===== src/rtl/uart_rx_if.sv =====
// Receive-side signal bundle between the UART RX frame decoder and its host/FIFO.
interface uart_rx_if #(
    parameter int DATA_BITS = 8
);
    logic                 rx_in;
    logic [DATA_BITS-1:0] rx_data;
    logic                 rx_valid;
    logic                 parity_err;
    logic                 frame_err;
    logic                 busy;

    modport master (
        output rx_in,
        input  rx_data, rx_valid, parity_err, frame_err, busy
    );

    modport slave (
        input  rx_in,
        output rx_data, rx_valid, parity_err, frame_err, busy
    );
endinterface


===== src/rtl/uart_rx_frame.sv =====
// UART receiver: start detect, mid-bit sampling, LSB-first shift, parity/stop checks.
// Optional parity bit enabled by defining UART_RX_PARITY_EN.
module uart_rx_frame #(
    parameter int CLKS_PER_BIT = 16,
    parameter int DATA_BITS    = 8,
    parameter int PARITY_ODD   = 0
) (
    input logic      clk,
    input logic      rst,
    uart_rx_if.slave rx_if
);
    localparam int CW = $clog2(CLKS_PER_BIT);
    localparam int BW = (DATA_BITS > 1) ? $clog2(DATA_BITS) : 1;
    localparam logic [CW-1:0] CNT_HALF = CW'(CLKS_PER_BIT / 2 - 1);
    localparam logic [CW-1:0] CNT_FULL = CW'(CLKS_PER_BIT - 1);
    localparam logic [BW-1:0] BIT_LAST = BW'(DATA_BITS - 1);

    if (CLKS_PER_BIT < 4 || (CLKS_PER_BIT % 2) != 0) begin : g_bad_cpb
        $error("CLKS_PER_BIT must be even and >= 4");
    end
    if (DATA_BITS < 5 || DATA_BITS > 9) begin : g_bad_db
        $error("DATA_BITS must be 5..9");
    end
    if (PARITY_ODD != 0 && PARITY_ODD != 1) begin : g_bad_par
        $error("PARITY_ODD must be 0 or 1");
    end

    typedef enum logic [2:0] {S_IDLE, S_START, S_DATA, S_PARITY, S_STOP} state_t;

    state_t               state_q, state_d;
    logic [1:0]           sync_q, sync_d;
    logic [CW-1:0]        cnt_q, cnt_d;
    logic [BW-1:0]        bit_q, bit_d;
    logic [DATA_BITS-1:0] sh_q, sh_d;
    logic                 armed_q, armed_d;
    logic [DATA_BITS-1:0] rx_data_q, rx_data_d;
    logic                 rx_valid_q, rx_valid_d;
    logic                 frame_err_q, frame_err_d;
    logic                 rxs;
`ifdef UART_RX_PARITY_EN
    localparam logic PAR_ODD = (PARITY_ODD != 0);
    logic                 par_bad_q, par_bad_d;
    logic                 parity_err_q, parity_err_d;
`endif

    assign rxs = sync_q[1];

    always_comb begin
        sync_d      = {sync_q[0], rx_if.rx_in};
        state_d     = state_q;
        cnt_d       = cnt_q;
        bit_d       = bit_q;
        sh_d        = sh_q;
        armed_d     = armed_q;
        rx_data_d   = rx_data_q;
        rx_valid_d  = 1'b0;
        frame_err_d = frame_err_q;
`ifdef UART_RX_PARITY_EN
        par_bad_d    = par_bad_q;
        parity_err_d = parity_err_q;
`endif
        case (state_q)
            S_IDLE: begin
                // A falling edge only counts once the line has been seen high (breaks stay single)
                armed_d = rxs;
                cnt_d   = '0;
                bit_d   = '0;
                if (armed_q && !rxs) state_d = S_START;
            end
            S_START: begin
                if (cnt_q == CNT_HALF) begin
                    cnt_d = '0;
                    if (rxs) begin
                        state_d = S_IDLE;
                        armed_d = 1'b1;
                    end else begin
                        state_d = S_DATA;
                    end
                end else begin
                    cnt_d = cnt_q + CW'(1);
                end
            end
            S_DATA: begin
                if (cnt_q == CNT_FULL) begin
                    cnt_d = '0;
                    sh_d  = {rxs, sh_q[DATA_BITS-1:1]};
                    if (bit_q == BIT_LAST) begin
                        bit_d = '0;
`ifdef UART_RX_PARITY_EN
                        state_d = S_PARITY;
`else
                        state_d = S_STOP;
`endif
                    end else begin
                        bit_d = bit_q + BW'(1);
                    end
                end else begin
                    cnt_d = cnt_q + CW'(1);
                end
            end
`ifdef UART_RX_PARITY_EN
            S_PARITY: begin
                if (cnt_q == CNT_FULL) begin
                    cnt_d     = '0;
                    par_bad_d = ((^sh_q) ^ rxs) != PAR_ODD;
                    state_d   = S_STOP;
                end else begin
                    cnt_d = cnt_q + CW'(1);
                end
            end
`endif
            S_STOP: begin
                if (cnt_q == CNT_FULL) begin
                    cnt_d       = '0;
                    state_d     = S_IDLE;
                    armed_d     = rxs;
                    rx_valid_d  = 1'b1;
                    rx_data_d   = sh_q;
                    frame_err_d = !rxs;
`ifdef UART_RX_PARITY_EN
                    parity_err_d = par_bad_q;
`endif
                end else begin
                    cnt_d = cnt_q + CW'(1);
                end
            end
            default: state_d = S_IDLE;
        endcase
    end

    always_ff @(posedge clk or posedge rst) begin
        if (rst) begin
            state_q     <= S_IDLE;
            sync_q      <= 2'b11;
            cnt_q       <= '0;
            bit_q       <= '0;
            sh_q        <= '0;
            armed_q     <= 1'b1;
            rx_data_q   <= '0;
            rx_valid_q  <= 1'b0;
            frame_err_q <= 1'b0;
`ifdef UART_RX_PARITY_EN
            par_bad_q    <= 1'b0;
            parity_err_q <= 1'b0;
`endif
        end else begin
            state_q     <= state_d;
            sync_q      <= sync_d;
            cnt_q       <= cnt_d;
            bit_q       <= bit_d;
            sh_q        <= sh_d;
            armed_q     <= armed_d;
            rx_data_q   <= rx_data_d;
            rx_valid_q  <= rx_valid_d;
            frame_err_q <= frame_err_d;
`ifdef UART_RX_PARITY_EN
            par_bad_q    <= par_bad_d;
            parity_err_q <= parity_err_d;
`endif
        end
    end

    assign rx_if.rx_data   = rx_data_q;
    assign rx_if.rx_valid  = rx_valid_q;
    assign rx_if.frame_err = frame_err_q;
    assign rx_if.busy      = (state_q != S_IDLE);
`ifdef UART_RX_PARITY_EN
    assign rx_if.parity_err = parity_err_q;
`else
    assign rx_if.parity_err = 1'b0;
`endif
endmodule


===== src/flat_wrapper.sv =====
// flat-port wrapper written by rule: the top's interface ports become plain ports
module uart_rx_frame_flat 
#(
    parameter int CLKS_PER_BIT = 16,
    parameter int DATA_BITS    = 8,
    parameter int PARITY_ODD   = 0
)
  (clk, rst, rx_if_rx_in, rx_if_rx_data, rx_if_rx_valid, rx_if_parity_err, rx_if_frame_err, rx_if_busy);
  uart_rx_if #(.DATA_BITS(DATA_BITS)) rx_if_i ();
  input logic clk;
  input logic rst;
  input wire logic [$bits(rx_if_i.rx_in)-1:0] rx_if_rx_in;
  output wire logic [$bits(rx_if_i.rx_data)-1:0] rx_if_rx_data;
  output wire logic [$bits(rx_if_i.rx_valid)-1:0] rx_if_rx_valid;
  output wire logic [$bits(rx_if_i.parity_err)-1:0] rx_if_parity_err;
  output wire logic [$bits(rx_if_i.frame_err)-1:0] rx_if_frame_err;
  output wire logic [$bits(rx_if_i.busy)-1:0] rx_if_busy;
  assign rx_if_i.rx_in = rx_if_rx_in;
  assign rx_if_rx_data = rx_if_i.rx_data;
  assign rx_if_rx_valid = rx_if_i.rx_valid;
  assign rx_if_parity_err = rx_if_i.parity_err;
  assign rx_if_frame_err = rx_if_i.frame_err;
  assign rx_if_busy = rx_if_i.busy;
  uart_rx_frame #(.CLKS_PER_BIT(CLKS_PER_BIT), .DATA_BITS(DATA_BITS), .PARITY_ODD(PARITY_ODD)) u_core (.clk(clk), .rst(rst), .rx_if(rx_if_i));
endmodule

===== config.mk =====
export PLATFORM = sky130hd
export DESIGN_NAME = uart_rx_frame_flat
export DESIGN_NICKNAME = d
export VERILOG_FILES = /design/src/rtl/uart_rx_if.sv /design/src/rtl/uart_rx_frame.sv /design/src/flat_wrapper.sv
export SDC_FILE = /design/constraint.sdc
export NUM_CORES = 1
export LEC_CHECK = 0
export BUFFER_PORTS_ARGS = -buffer_cell sky130_fd_sc_hd__buf_2
export CAP_MARGIN = 10
export CORE_UTILIZATION = 45
export DETAILED_ROUTE_END_ITERATION = 6
export GPL_TIMING_DRIVEN = 0
export HOLD_SLACK_MARGIN = 0.1
export PLACE_DENSITY = 0.73
export SYNTH_ARGS = -nofsm -noshare
export SYNTH_HDL_FRONTEND = slang
export SYNTH_SLANG_ARGS = --single-unit
export TNS_END_PERCENT = 30

===== constraint.sdc =====
create_clock -name clk -period 1.6 [get_ports clk]
set_input_delay 0.24 -clock clk [delete_from_list [all_inputs] [get_ports clk]]
set_output_delay 0.24 -clock clk [all_outputs]
set_load 0.03 [all_outputs]

==> impl_metrics.json <==
{
  "drt_iter0_drc": 48,
  "setup_viol": 0,
  "dp_hpwl_um": 1800,
  "synth.distinct_cells": 41,
  "cts-root-buf": "clkbuf_4",
  "die_w_um": 59.8,
  "fin_crit_sh_pct": 99.7,
  "cts_htree_levels": 2,
  "hold_path.class": "reg2reg",
  "yosys.area.top_type_share_pct": 46.6,
  "p_clk_share_pct": 29.9,
  "grtUsageMet3_pct": 6.28,
  "grt_first_pass_wirelength_um": 4740,
  "firstDrtPassIters": 4,
  "die_area_um2": 3580,
  "met1_usage_pct": 22.5,
  "finalClockSkew_ns": 0.0136,
  "synth_area_leaders": "dfrtp_1 (47%), mux2_2 (9.0%), dfstp_2 (5.2%)",
  "grt_start_max_net_pins": 32,
  "rsz0062_at_grt": "true",
  "fin_cells": 202,
  "cts_made_buffers": 5,
  "worstSetupPathType": "reg2reg",
  "syn_nets": 132,
  "cts_tree": "yes",
  "final_nets": 163,
  "dp_cells": 183,
  "worst_pin_slew_ns": 0.587,
  "grt_overflow_total": 0,
  "p_comb_share_pct": 25.5,
  "yosysWarningCount": 0,
  "p_seq_share_pct": 44.6,
  "critPathLaunchType": "flop",
  "fin_area_um2": 1880,
  "finalSetupTns_ns": 0,
  "layout_common_cells": "dfrtp_1 (25), buf_2 (15), nand2_1 (13)",
  "fmax_ghz": 0.627,
  "final_common_cell": "dfrtp_1",
  "synth_area_per_cell_um2": 11.9,
  "ant_nets": 0,
  "cts_buffer_depth": 2,
  "ir_drop_mv": 1.18,
  "fin_hold_ws_ns": 0.368,
  "fin_crit_ns": 1.60,
  "power.density_nw_per_um2": 1140,
  "path_clk_slew_ns": 0.10,
  "drcViolationCount": 0,
  "swShare_pct": 29.8,
  "routabilityCongestion": 0.883,
  "drv_cap": 0,
  "slew_headroom_pct": 60.8,
  "via_per_inst": 5.24,
  "grt.busiest_layer": "met2",
  "leakage_nw": 0.895,
  "dpl-instance-area_um2": 1640,
  "antenna_found_initial": 0,
  "hold_violations": 0,
  "drv_slew": 0,
  "initial_core_util_pct": 48.5,
  "syn_inst": 126,
  "synth_area_um2": 1500,
  "cp_max_fo": 5,
  "pin_count": 15,
  "core_region_area_um2": 3100,
  "cts_sinks": 31,
  "ys_seq_elements": 31,
  "die_y_um": 59.8,
  "routedWlPerCell_um": 14.8,
  "grt_usage_pct": 18.4,
  "area_delta_synth_final_pct": 25.3,
  "num_antenna_cells": 0,
  "yosysSeqAreaShare_pct": 51.8,
  "required_ns": 1.83,
  "drive_gt1_share_pct": 44.9,
  "cp.arrival_ns": 1.83,
  "clock_latency_ns": 0.34,
  "cp-end-kind": "flop",
  "routed_wl_um": 2980,
  "grt_pass1_vias": 1060,
  "synth_top_area_cell": "dfrtp_1",
  "grt.met2_usage_pct": 28.4,
  "intPower_w": 0.00150,
  "io_buffers": 13,
  "status": "finished, final reports clean",
  "num_vias": 1058,
  "p_switching_w": 0.000638,
  "rows": 20
}
worst max-delay path, stage by stage (launching register included):
cell	delay, ns
dfrtp_2	0.41
ha_4	0.17
nand3_4	0.11
nor4b_4	0.27
buf_6	0.18
mux2_2	0.34
worst paths after layout:
| kind | startpoint | end | slack (ns) | cells after the start |
|---|---|---|---|---|
| hold reg to reg | u_core.sync_q[0]$_DFF_PP1_ | u_core.sync_q[1]$_DFF_PP1_ | 0.37 | 0 |
| setup / recovery | u_core.cnt_q[0]$_DFFE_PP0P_ | u_core.rx_if.rx_data[2]$_DFFE_PP0P_ | 0.005 | 5 |
| max in group asynchronous | rst | u_core.armed_q$_DFFE_PP1P_ | 0.50 | 4 |
| hold / removal | u_core.sync_q[0]$_DFF_PP1_ | u_core.sync_q[1]$_DFF_PP1_ | 0.37 | 0 |
| min in group asynchronous | rst | u_core.rx_if.rx_data[0]$_DFFE_PP0P_ | 0.50 | 3 |
| setup reg to reg | u_core.cnt_q[0]$_DFFE_PP0P_ | u_core.rx_if.rx_data[2]$_DFFE_PP0P_ | 0.005 | 5 |
power by group through the flow:
stage / logic [W] / registers (W) / clock network [W]
floorplan: 0.000345 / 0.000951 / 0
global placement: 0.000407 / 0.000968 / 0
detailed placement: 0.000426 / 0.000972 / 0
CTS: 0.000516 / 0.000951 / 0.000658
global route: 0.000608 / 0.000965 / 0.000691
finish: 0.000547 / 0.000955 / 0.000641
layout make-up:
type / count / area, um2
multi-input combinational: 82 / 694
fill: 264 / 1220
tap: 44 / 55.1
clock buffer: 6 / 51.3
buffer: 7 / 48.8
inverter: 3 / 11.3
clock inverter: 2 / 35.0
timing repair buffer: 27 / 205
sequential: 31 / 783
state kept, by name, indices dropped and copies added, names as in the netlist:
name,count
u_core.state_q,3
u_core.bit_q,3
u_core.rx_if.rx_data,8
u_core.cnt_q,4
u_core.rx_if.frame_err,1
u_core.rx_if.rx_valid,1
u_core.armed_q,1
u_core.sync_q,2
u_core.sh_q,8
stage by stage:
| stage | total power [W] | utilization, % | setup WS [ns] |
|---|---|---|---|
| finish | 0.00214 | 60.7 | 0.00454 |
| global route | 0.00226 | 60.7 | -0.0523 |
| CTS | 0.00213 | 58.4 | -0.0153 |
| detailed placement | 0.00140 | 52.7 | -0.177 |
| global placement | 0.00137 | 52.7 | -0.145 |
| floorplan | 0.00130 | - | 0.00299 |
Yosys cell counts, drive strengths merged:
cell / n
conb: 1
a31oi: 1
dfstp: 3
nor3: 1
a211oi: 1
nor3b: 1
and4bb: 1
o21bai: 1
a32o: 1
a21oi: 6
clkbuf: 2
a21boi: 1
nor4b: 1
xnor2: 1
o221a: 1
nand2: 13
inv: 3
and2b: 1
nand3b: 2
o21ai: 8
or3: 1
o22a: 1
mux2i: 1
nand3: 5
nand2b: 1
a211o: 2
mux2: 16
or2: 1
dfrtp: 28
maj3: 1
nand4bb: 1
buf: 8
or3b: 1
nor2: 4
nor2b: 1
o311ai: 1
ha: 3
metal layers:
layer / part of all wire, % / routed length [um] / vias up
li1: - / - / 509
met1: 48 / 1420 / 513
met5: 0 / 0 / -
met4: 2.1 / 62 / 0
met2: 46 / 1380 / 26
met3: 4.0 / 119 / 10
timing repair:
item | 4_1_cts | 5_1_grt
gates resized for setup | 8 | 7
cloned | 1 | 0
hold endpoints to repair | 1 | 12
hold buffers | 1 | 1
pin swaps | 4 | 1
setup buffers | 9 | 1
endpoints found under the setup margin | 18 | 16
cell families (layout without fill, tap and decap cells):
group	after synthesis	after routing	share of synthesized area, %
compound gates	24	24	10.4
xor+xnor	1	1	0.582
fa+ha+maj	4	4	3.16
buf+inv	13	45	4.91
flops	31	31	51.8
mux	17	17	13.6
other cells	1	1	0.249
simple gates	35	35	15.2
(Power assumes the default switching activity.)
